`config.mk`:
```
export PLATFORM = sky130hd
export DESIGN_NAME = sequenciador_melodia
export DESIGN_NICKNAME = d
export VERILOG_FILES = /design/src/rtl/sinfonia_pkg.sv /design/src/rtl/temporizador_nota.sv /design/src/rtl/sequenciador_melodia.sv
export SDC_FILE = /design/constraint.sdc
export NUM_CORES = 1
export LEC_CHECK = 0
export BUFFER_PORTS_ARGS = -buffer_cell sky130_fd_sc_hd__buf_2
export CORE_MARGIN = 10
export CORE_UTILIZATION = 25
export CTS_CLUSTER_DIAMETER = 60
export DETAILED_ROUTE_END_ITERATION = 6
export PLACE_DENSITY = 0.45
export SETUP_SLACK_MARGIN = 0.15
export SYNTH_ARGS = -nofsm -noshare
export SYNTH_HDL_FRONTEND = slang
export SYNTH_SLANG_ARGS = --single-unit
export TNS_END_PERCENT = 10
```
`constraint.sdc`:
```
create_clock -name clock -period 3.05 [get_ports clock]
set_input_delay 0.61 -clock clock [delete_from_list [all_inputs] [get_ports clock]]
set_output_delay 0.61 -clock clock [all_outputs]
set_load 0.01 [all_outputs]
```
`src/rtl/sinfonia_pkg.sv`:
```
// Shared definitions for the melody player: state encoding,
// the silent note code and the default note/gap timing.
package sinfonia_pkg;

    typedef enum logic [2:0] {
        OCIOSO     = 3'd0,
        LE_MEMORIA = 3'd1,
        TOCA       = 3'd2,
        PAUSA      = 3'd3,
        FIM        = 3'd4
    } estado_t;

    localparam int NOTA_SILENCIO      = 0;
    localparam int NOTE_CYCLES_PADRAO = 50_000_000;
    localparam int GAP_CYCLES_PADRAO  = 12_500_000;

    // Timer must hold the larger of the two reload values, never 0 bits wide.
    function automatic int largura_timer(input int n, input int g);
        int m;
        m = (n > g) ? n : g;
        return (m > 1) ? $clog2(m) : 1;
    endfunction

endpackage

```
`src/rtl/temporizador_nota.sv`:
```
// Loadable down-counter that times notes and gaps; it
// rests at zero until reloaded.
module temporizador_nota #(
    parameter int W = 1
) (
    input  logic         clock,
    input  logic         reset,
    input  logic         carrega,
    input  logic [W-1:0] valor,
    output logic         zero
);

    logic [W-1:0] conta_q;
    logic [W-1:0] conta_d;

    always_comb begin
        conta_d = conta_q;
        if (carrega) begin
            conta_d = valor;
        end else if (conta_q != '0) begin
            conta_d = conta_q - W'(1);
        end
    end

    always_ff @(posedge clock or negedge reset) begin
        if (!reset) begin
            conta_q <= '0;
        end else begin
            conta_q <= conta_d;
        end
    end

    assign zero = (conta_q == '0);

endmodule

```
`src/rtl/sequenciador_melodia.sv`:
```
// Plays note memory entries 0..limit through the buzzer
// interface, with a start/finish handshake towards game control.
module sequenciador_melodia
    import sinfonia_pkg::*;
#(
    parameter int NOTE_CYCLES = NOTE_CYCLES_PADRAO,
    parameter int GAP_CYCLES  = GAP_CYCLES_PADRAO,
    parameter int ADDR_W      = 4,
    parameter int NOTE_W      = 3
) (
    input  logic              clock,
    input  logic              reset,
    input  logic              iniciar,
    input  logic              abortar,
    input  logic [ADDR_W-1:0] limite,
    output logic [ADDR_W-1:0] mem_endereco,
    input  logic [NOTE_W-1:0] mem_dado,
    output logic [NOTE_W-1:0] arduino_out,
    output logic              arduino_ativo,
    output logic              ocupado,
    output logic              fim,
    output logic [2:0]        db_estado
);

    localparam int TW = largura_timer(NOTE_CYCLES, GAP_CYCLES);
    localparam logic [TW-1:0] CARGA_NOTA  = TW'(NOTE_CYCLES - 1);
    localparam logic [TW-1:0] CARGA_PAUSA = TW'(GAP_CYCLES - 1);
    localparam logic [NOTE_W-1:0] SILENCIO = NOTE_W'(NOTA_SILENCIO);

    estado_t           estado_q;
    estado_t           estado_d;
    logic [ADDR_W-1:0] endereco_q;
    logic [ADDR_W-1:0] endereco_d;
    logic [ADDR_W-1:0] lim_q;
    logic [ADDR_W-1:0] lim_d;
    logic [NOTE_W-1:0] nota_q;
    logic [NOTE_W-1:0] nota_d;
    logic              ativo_q;
    logic              ativo_d;

    logic              timer_zero;
    logic              timer_carrega;
    logic [TW-1:0]     timer_valor;
    logic              ultima;

    assign ultima = (endereco_q == lim_q);

    temporizador_nota #(
        .W (TW)
    ) u_temporizador (
        .clock   (clock),
        .reset   (reset),
        .carrega (timer_carrega),
        .valor   (timer_valor),
        .zero    (timer_zero)
    );

    always_ff @(posedge clock or negedge reset) begin
        if (!reset) begin
            estado_q <= OCIOSO;
        end else begin
            estado_q <= estado_d;
        end
    end

    always_comb begin
        estado_d = estado_q;
        if (abortar) begin
            estado_d = OCIOSO;
        end else begin
            unique case (estado_q)
                OCIOSO: begin
                    if (iniciar) estado_d = LE_MEMORIA;
                end
                LE_MEMORIA: estado_d = TOCA;
                TOCA: begin
                    if (timer_zero) estado_d = PAUSA;
                end
                PAUSA: begin
                    if (timer_zero) begin
                        estado_d = ultima ? FIM : LE_MEMORIA;
                    end
                end
                FIM:     estado_d = OCIOSO;
                default: estado_d = OCIOSO;
            endcase
        end
    end

    // Buzzer outputs are registered, so they follow the state being entered.
    always_comb begin
        endereco_d = endereco_q;
        lim_d      = lim_q;
        nota_d     = nota_q;
        ativo_d    = ativo_q;
        if (abortar) begin
            nota_d  = SILENCIO;
            ativo_d = 1'b0;
        end else begin
            case (estado_q)
                OCIOSO: begin
                    if (iniciar) begin
                        lim_d      = limite;
                        endereco_d = '0;
                    end
                end
                LE_MEMORIA: begin
                    nota_d  = mem_dado;
                    ativo_d = 1'b1;
                end
                TOCA: begin
                    if (timer_zero) begin
                        nota_d  = SILENCIO;
                        ativo_d = 1'b0;
                    end
                end
                PAUSA: begin
                    if (timer_zero && !ultima) begin
                        endereco_d = endereco_q + ADDR_W'(1);
                    end
                end
                default: begin
                    nota_d  = SILENCIO;
                    ativo_d = 1'b0;
                end
            endcase
        end
    end

    always_ff @(posedge clock or negedge reset) begin
        if (!reset) begin
            endereco_q <= '0;
            lim_q      <= '0;
            nota_q     <= '0;
            ativo_q    <= 1'b0;
        end else begin
            endereco_q <= endereco_d;
            lim_q      <= lim_d;
            nota_q     <= nota_d;
            ativo_q    <= ativo_d;
        end
    end

    always_comb begin
        ocupado       = (estado_q != OCIOSO);
        fim           = (estado_q == FIM);
        db_estado     = estado_q;
        timer_carrega = (estado_q == LE_MEMORIA)
                      || ((estado_q == TOCA) && timer_zero);
        timer_valor   = (estado_q == TOCA) ? CARGA_PAUSA : CARGA_NOTA;
    end

    assign mem_endereco  = endereco_q;
    assign arduino_out   = nota_q;
    assign arduino_ativo = ativo_q;

endmodule

```
Word level (Yosys, flattened, before mapping)
Cells that the tools add are included.

storage, ports and cells
  input bits = 11
  output and inout bits = 13
  word-level logic and storage cells = 53
  register bits after elaboration = 41

cells by class
  add/subtract/negate cells = 2
  reduce and logical (&&, ||, !) cells = 15
  muxes and demuxes = 18
  bitwise gates (word level) = 1
  equality and inequality tests = 11

operator list
  operator                 number
  $mux W26                 3
  $logic_not A26 Y1        1
  $reduce_bool A26 Y1      1
  $sub A26 B1 Y26 const B  1
  $mux W3                  7
  $pmux W3 S4              1
  $ne A3 B3 Y1 const B     3
  $pmux W3 S3              1
  $mux W4                  2
  $pmux W4 S2              1
  $eq A3 B2 Y1 const B     2
  $reduce_and A3 Y1        2
  $add A4 B1 Y4 const B    1
  $eq A4 B4 Y1             1
  $ne A2 B2 Y1 const B     2
  $reduce_and A4 Y1        1
  $reduce_bool A2 Y1       2
  $eq A3 B1 Y1 const B     1
  $eq A3 B3 Y1 const B     1
  $logic_not A3 Y1         1
  $pmux W1 S3              1
  $reduce_bool A3 Y1       1
  $logic_and A1 B1 Y1      2
  $mux W1                  2
  6 further kinds          6

Longest topological paths before layout
Gate-level depths: netlist of the first run.

  depth in word-level cells = 5
  mapped depth = 10
  gate-level depth less buffers = 7

Modules after synthesis
Synthesis of the first run repeated with hierarchy kept, for this count alone.

unflattened totals
  cells, all modules = 254
  area, all modules = 2331.0 um^2

modules (own cells, without submodules)
  module                area each (um^2)  instances  cells an instance  seq. area each (um^2)
  temporizador_nota     1535.2            1          171                650.6
  sequenciador_melodia  795.8             1          83                 375.4

Least setup slack after synthesis of the first run
OpenSTA, ideal clock, no wires.

  kind = register to register
  from = reg u_temporizador.conta_q[0]
  to = reg endereco_q[3] (netlist: mem_endereco[3])
  arrival time = 2721 ps
  path buffers = 1
  setup slack = 260 ps
  cell stages (with the launch flop) = 9
  setup time = 69 ps
  clock period less this slack = 2790 ps
  required time = 2981 ps
  cells stage by stage = dfrtp_1 > inv_1 > ha_1 > or4b_1 > buf_2 > or4_4 > or4_4 > or4_1 > nand3_1

between the ends
  longest elaborated chain between the ends = 4

RTL lines
  what                                RTL line                     text
  start, declared                     temporizador_nota.sv:13      logic [W-1:0] conta_q;
  start signal, assigned              temporizador_nota.sv:29      conta_q <= conta_d;
  $logic_not A26 Y1                   temporizador_nota.sv:33      assign zero = (conta_q == '0);
  $logic_and A1 B1 Y1                 sequenciador_melodia.sv:118  if (timer_zero && !ultima) begin
  $ne A2 B2 Y1 (no source line)       n/a
  $reduce_and A4 Y1 (no source line)  n/a
  end signal, assigned                sequenciador_melodia.sv:137  endereco_q <= endereco_d;
  end, declared                       sequenciador_melodia.sv:32   logic [ADDR_W-1:0] endereco_q;

No other way between the ends.
A chain may end at the register's enable or synchronous reset.

Worst setup path in the final report of the first run
Ends and elaborated chain as after synthesis.

==> results of run 1 <==
[state kept, by name (all words and copies together) (netlist names)]
signal,count
u_temporizador.conta_q,26
lim_q,4
mem_endereco,4
arduino_out,3
db_estado,3
arduino_ativo,1
[placed cells by master (no fill, tap or decap), drive strengths merged, types with 6 or more instances in the layout]
| cell | n |
|---|---|
| dfrtp | 41 |
| buf | 35 |
| o21ai | 14 |
| nor2 | 13 |
| nand2 | 11 |
| nor3 | 11 |
| or4 | 11 |
| nand3 | 10 |
| or3 | 8 |
| nor4 | 7 |
| clkbuf | 7 |
| xor2 | 6 |
| xnor2 | 6 |
| o31ai | 6 |
| a21oi | 6 |
[logic make-up (layout without fill, tap and decap cells)]
kind of cell	after synthesis	count (layout)	synth area share [%]
AOI/OAI and AO/OA	51	51	15.8
xor gates and xnor gates	12	12	4.80
adders and majority gates	2	2	1.14
buffers and inverters	16	47	3.26
DFF	41	41	46.9
muxes	5	5	2.51
and+or+nand+nor	96	96	25.6
[layer usage]
metal / share of wire (%) / up-vias / routed length, µm / global-route usage (%)
li1: - / 906 / - / -
met3: 3.4 / 7 / 189 / 1.68
met2: 47 / 27 / 2640 / 14.4
met5: 0 / - / 0 / 0
met4: 1.8 / 0 / 99 / 4.40
met1: 48 / 904 / 2700 / 10.9
[layout make-up]
class                      count  area share (%)
tap                          108            5.24
clock buffer                   7            3.74
timing repair buffer          35            7.96
inverter                       4           0.583
sequential                    41            39.8
clock inverter                 1           0.194
multi-input combinational    166            42.5
[worst max path at each step]
stage / start / to / slack (ps) / cells past startpoint
finish: u_temporizador.conta_q[0]$_DFFE_PN0P_ / mem_endereco[3]$_DFFE_PN0P_ / 200 / 7
CTS: u_temporizador.conta_q[0]$_DFFE_PN0P_ / mem_endereco[3]$_DFFE_PN0P_ / 190 / 7
floorplan: u_temporizador.conta_q[0]$_DFFE_PN0P_ / mem_endereco[3]$_DFFE_PN0P_ / 260 / 8
global placement: u_temporizador.conta_q[0]$_DFFE_PN0P_ / mem_endereco[3]$_DFFE_PN0P_ / 250 / 7
detailed placement: u_temporizador.conta_q[0]$_DFFE_PN0P_ / mem_endereco[3]$_DFFE_PN0P_ / 200 / 7
global route: u_temporizador.conta_q[0]$_DFFE_PN0P_ / mem_endereco[3]$_DFFE_PN0P_ / 90 / 7
[stage by stage]
step           utilization, %  worst slack (ps)  total power [mW]  instances
2_1_floorplan               -               260             0.751        223
3_3_place_gp             28.6               248             0.819        354
3_5_place_dp             28.6               205             0.821        354
4_1_cts                  29.8               190              1.22        362
5_1_grt                  29.8              92.6              1.27        362
6_report                 29.8               200              1.21        362
[power breakdown]
part,switching (mW),internal [mW]
registers,0.0478,0.590
clock network,0.199,0.205
logic,0.0881,0.0785
==> impl_metrics.ini, run 1 <==
[outcome]
status = complete, no violations

[yosys]
syn_avg_cell_area_um2 = 9.82
synth_area_leaders = dfrtp_1 (47%), o21ai_0 (3.2%), or4_1 (3.1%), nor3_1 (2.5%), xnor2_1 (2.4%)
synth_top_area_cell = dfrtp_1
ys_seq_elements = 41
synth_edf_count = 0
netlist_instances = 223
synth_top_cell_area_share_pct = 46.9
yosys_warnings = 0
yosysMostFrequentCell = dfrtp_1
seq_area_frac_synth_pct = 46.9
syn-num-nets = 236
async_reset_ff_share_pct = 100
ys_types = 44
ys.flop_type = dfrtp_1
synthTopCellsByCount = dfrtp_1 (41), o21ai_0 (14), nor2_1 (13)
synthesis.area_mm2 = 0.00219

[timing]
setup_tns_ps = 0
timing.final.crit_share_pct = 93.4
hold_ws_ps = 456
finalHoldViolations = 0
slew-limit-headroom_pct = 34.1
tightest_slew_ps = 988
fin_skew_ps = 8.03
fin_crit_ps = 2850
setup_violations = 0
slew_viol_final = 0
timing.fmax_mhz = 351
rsz0062_at_grt = yes

[worst_setup_path]
crit_buf_inv = 1
crit_path_top_delay_cell = or4_4
crit_top_cell = or4_4
timing.rr.start = u_temporizador.conta_q[0]$_DFFE_PN0P_
r2r_setup_slack_ps = 200
end_kind = flop
critPathTopFamily = simple AND/OR/NAND/NOR gates
max_stage_delay_ps = 590
r2r-end = mem_endereco[3]$_DFFE_PN0P_
crit_chain = inv_1 > ha_1 > or4b_1 > or4_4 > or4_4 > or4_1 > nand3_1
cp_data_required_time_ps = 3290
r2r_cells = 7
critPathMaxFanout = 5
worstSetupStartpointType = flop
cp.arrival_ps = 3090
critical_path_class = reg2reg

[route]
wire_per_inst_um = 15.5
drtPass1Iterations = 4
drcViolationCount = 0
vias = 1844
drtIter0Drc = 92
via_per_inst = 5.09
postRouteAntennaNets = 0
drt_wl_total_um = 5620

[floorplanning]
io_pins = 24
chipWidth_um = 114
row_count = 34
initial_core_util_pct = 25.4
dieArea_mm2 = 0.0129
die-height_um = 114
core_area_mm2 = 0.00864

[job]
maxCapViolCount = 0

[global_route]
track_usage_pct = 8.85
grt_max_degree = 42
antenna_found_initial = 0
gr-total-overflow = 0
grt_pass1_wl_um = 9330
first_global_vias = 1853

[clock_tree]
ctsRootBufferMaster = clkbuf_8
cts.sinks = 41
clock_latency_ps = 300
tritoncts = done
cts_max_level = 2
cts_resized = 0
cts_setup_buffers = 0
numCtsBuffers = 5
clkTransAtPathRegs_ps = 80
cts_buffer_depth = 2
holdBufCountCts = 0

[placement]
hpwl_um = 4020
gp_congestion = 0.764
dpl_cell_area_mm2 = 0.00247
portBuffers = 23

[layout]
fillers = 934
diodes = 0
multi_input_area_mm2 = 0.00109
fin_area_mm2 = 0.00258
nets = 266
final_layout_size_suffix_gt1_share_pct = 21.7
area_delta_synth_final_pct = 17.7
regArea_mm2 = 0.00103

[power]
leakage_nw = 1.03
power_density_mw_per_mm2 = 469
peakVddDrop_mv = 0.140

[hold_path]
min_path_type = in2async
Power figures use the tool's default switching activity.
==> inputs of run 2 (changes only) <==
--- a/config.mk
+++ b/config.mk
@@ -12,6 +12,7 @@
 export DETAILED_ROUTE_END_ITERATION = 6
 export PLACE_DENSITY = 0.45
 export SETUP_SLACK_MARGIN = 0.15
+export SKIP_LAST_GASP = 1
 export SYNTH_ARGS = -nofsm -noshare
 export SYNTH_HDL_FRONTEND = slang
 export SYNTH_SLANG_ARGS = --single-unit
==> constraint.sdc (replaced) <==
create_clock -name clock -period 2.9 [get_ports clock]
set_input_delay 0.58 -clock clock [delete_from_list [all_inputs] [get_ports clock]]
set_output_delay 0.58 -clock clock [all_outputs]
set_load 0.01 [all_outputs]
==> run 2 against run 1 <==
  * First-iteration DRC count increased by 11%
  * Final cell count grew 1.1%
  * Die area is the same
  * Largest cell class unchanged
  * Clock skew up 0.60 ps
  * Core utilization is 1.0 points higher
  * Via count grew 2.6%
  * Count of clock-buffer cells in the layout is 2 lower
  * Wire length grew 3.2%
  * Sequential share of layout area fell by 1.3 points
  * Critical path depth unchanged
==> impl_metrics.ini, run 2 (same netlist as run 1, synthesis figures left out) <==
[timing]
rsz0062_at_grt = no
timing.fmax_mhz = 371
timing.final.crit_share_pct = 93.0
tightest_slew_ps = 936
finalHoldViolations = 0
slew-limit-headroom_pct = 37.6
slew_viol_final = 0
fin_crit_ps = 2700
setup_tns_ps = 0
setup_violations = 0
fin_skew_ps = 8.63
setup_ws_ps = 203

[layout]
nets = 270
final_cell_mix = dfrtp_1 (41), buf_2 (23), buf_4 (16), o21ai_0 (14), nor2_1 (13)
fin_util_pct = 30.8
area_delta_synth_final_pct = 21.7
final_layout_size_suffix_gt1_share_pct = 24.4
final_common_cell = dfrtp_1
largest_register_ffs = 26
diodes = 0
regMostFlops = u_temporizador.conta_q

[global_route]
grt_max_degree = 42
gr-total-overflow = 0
first_global_vias = 1845
grt_pass1_wl_um = 9740
antenna_found_initial = 0
track_usage_pct = 9.16

[worst_setup_path]
crit_top_cell = or4_4
end_kind = flop
timing.rr.start = u_temporizador.conta_q[0]$_DFFE_PN0P_
cp.arrival_ps = 2940
critPathLaunch = u_temporizador.conta_q[0]$_DFFE_PN0P_
cp_data_required_time_ps = 3140
critPathMaxFanout = 5
crit_chain = inv_1 > ha_4 > or4b_4 > or4_4 > or4_4 > or4_1 > nand3_1
max_stage_delay_ps = 520
critical_path_class = reg2reg
worstSetupStartpointType = flop
crit_path_top_delay_cell = or4_4

[route]
via_per_inst = 5.17
vias = 1892
drtIter0Drc = 102
drcViolationCount = 0
wire_per_inst_um = 15.9
postRouteAntennaNets = 0
drtPass1Iterations = 4
drt_wl_total_um = 5810

[floorplanning]
initial_core_util_pct = 25.4
die-height_um = 114
chipWidth_um = 114
core_area_mm2 = 0.00864
dieArea_mm2 = 0.0129
row_count = 34
io_pins = 24

[power]
power_density_mw_per_mm2 = 543
leakage_nw = 1.06
peakVddDrop_mv = 0.178

[job]
maxCapViolCount = 0

[placement]
place_ws_ps = 92.0
portBuffers = 23
gp_congestion = 0.774
hpwl_um = 4080

[clock_tree]
clkTransAtPathRegs_ps = 90
cts_max_level = 2
holdBufCountCts = 0
tritoncts = done
cts_buffer_depth = 2
ctsRootBufferMaster = clkbuf_8
clock_latency_ps = 300
cts.sinks = 41
numCtsBuffers = 5

[outcome]
status = complete, no violations

[hold_path]
min_path_type = in2async
## run 2: changes by cell type in the layout (fill, tap and decap cells not counted)
| cell | change |
|---|---|
| or4_4 | +2 |
| buf_4 | +4 |
| or4_1 | -2 |
| or4b_1 | -1 |
| ha_1 | -1 |
| ha_4 | +1 |
| clkbuf_8 | -2 |
| bufinv_16 | +2 |
| or4b_4 | +1 |
## run 2: worst paths after layout
| check | endpoint | slack (ps) | cells after the start |
|---|---|---|---|
| worst min-delay path | u_temporizador.conta_q[25]$_DFFE_PN0P_ | 420 | 1 |
| worst max register to register | mem_endereco[3]$_DFFE_PN0P_ | 200 | 7 |
| min in group clock | arduino_ativo$_DFFE_PN0P_ | 480 | 1 |
| max in group asynchronous | u_temporizador.conta_q[18]$_DFFE_PN0P_ | 1900 | 1 |
| worst max-delay path | mem_endereco[3]$_DFFE_PN0P_ | 200 | 7 |
| worst min register to register | arduino_ativo$_DFFE_PN0P_ | 480 | 1 |
## run 2: repair_timing
action	4_1_cts	5_1_grt
setup buffers	0	2
pin swaps	0	1
endpoints found under the setup margin	6	16
gates resized for setup	1	4
## run 2: layer usage
layer  up-vias  wire length (µm)  global-route usage (%)
met5         -                 0                       0
met4         0                93                    3.64
met3         6               194                    1.68
met2        25              2830                    14.6
met1       946              2690                    12.0
li1        915                 -                       -
## run 2: final cells by class
cell class                      count  area [µm²]
Clock buffer                        5        68.8
Clock inverter                      3        65.1
Fill cell                         899        5970
Inverter                            4        15.0
Multi-Input combinational cell    166        1120
Sequential cell                    41        1030
Tap cell                          108         135
Timing Repair Buffer               39         235
## run 2: where the power goes
part,internal [mW],switching (mW),total [mW]
Sequential,0.621,0.0488,0.669
Combinational,0.106,0.111,0.217
Clock,0.342,0.217,0.560
## run 2: critical path, delay by kind of cell (launching register included)
kind | cells | cell delay [ps]
buffers and inverters | 1 | 120
DFF | 1 | 410
and+or+nand+nor | 5 | 1960
adders and majority gates | 1 | 160
## run 2: stage by stage
step	hold WS [ps]	area [µm²]	instances	total power, mW
6_report	421	2660	366	1.45
5_1_grt	492	2660	366	1.53
4_1_cts	457	2630	364	1.43
3_5_place_dp	464	2490	356	0.867
3_3_place_gp	467	2490	356	0.863
2_1_floorplan	284	2190	223	0.791
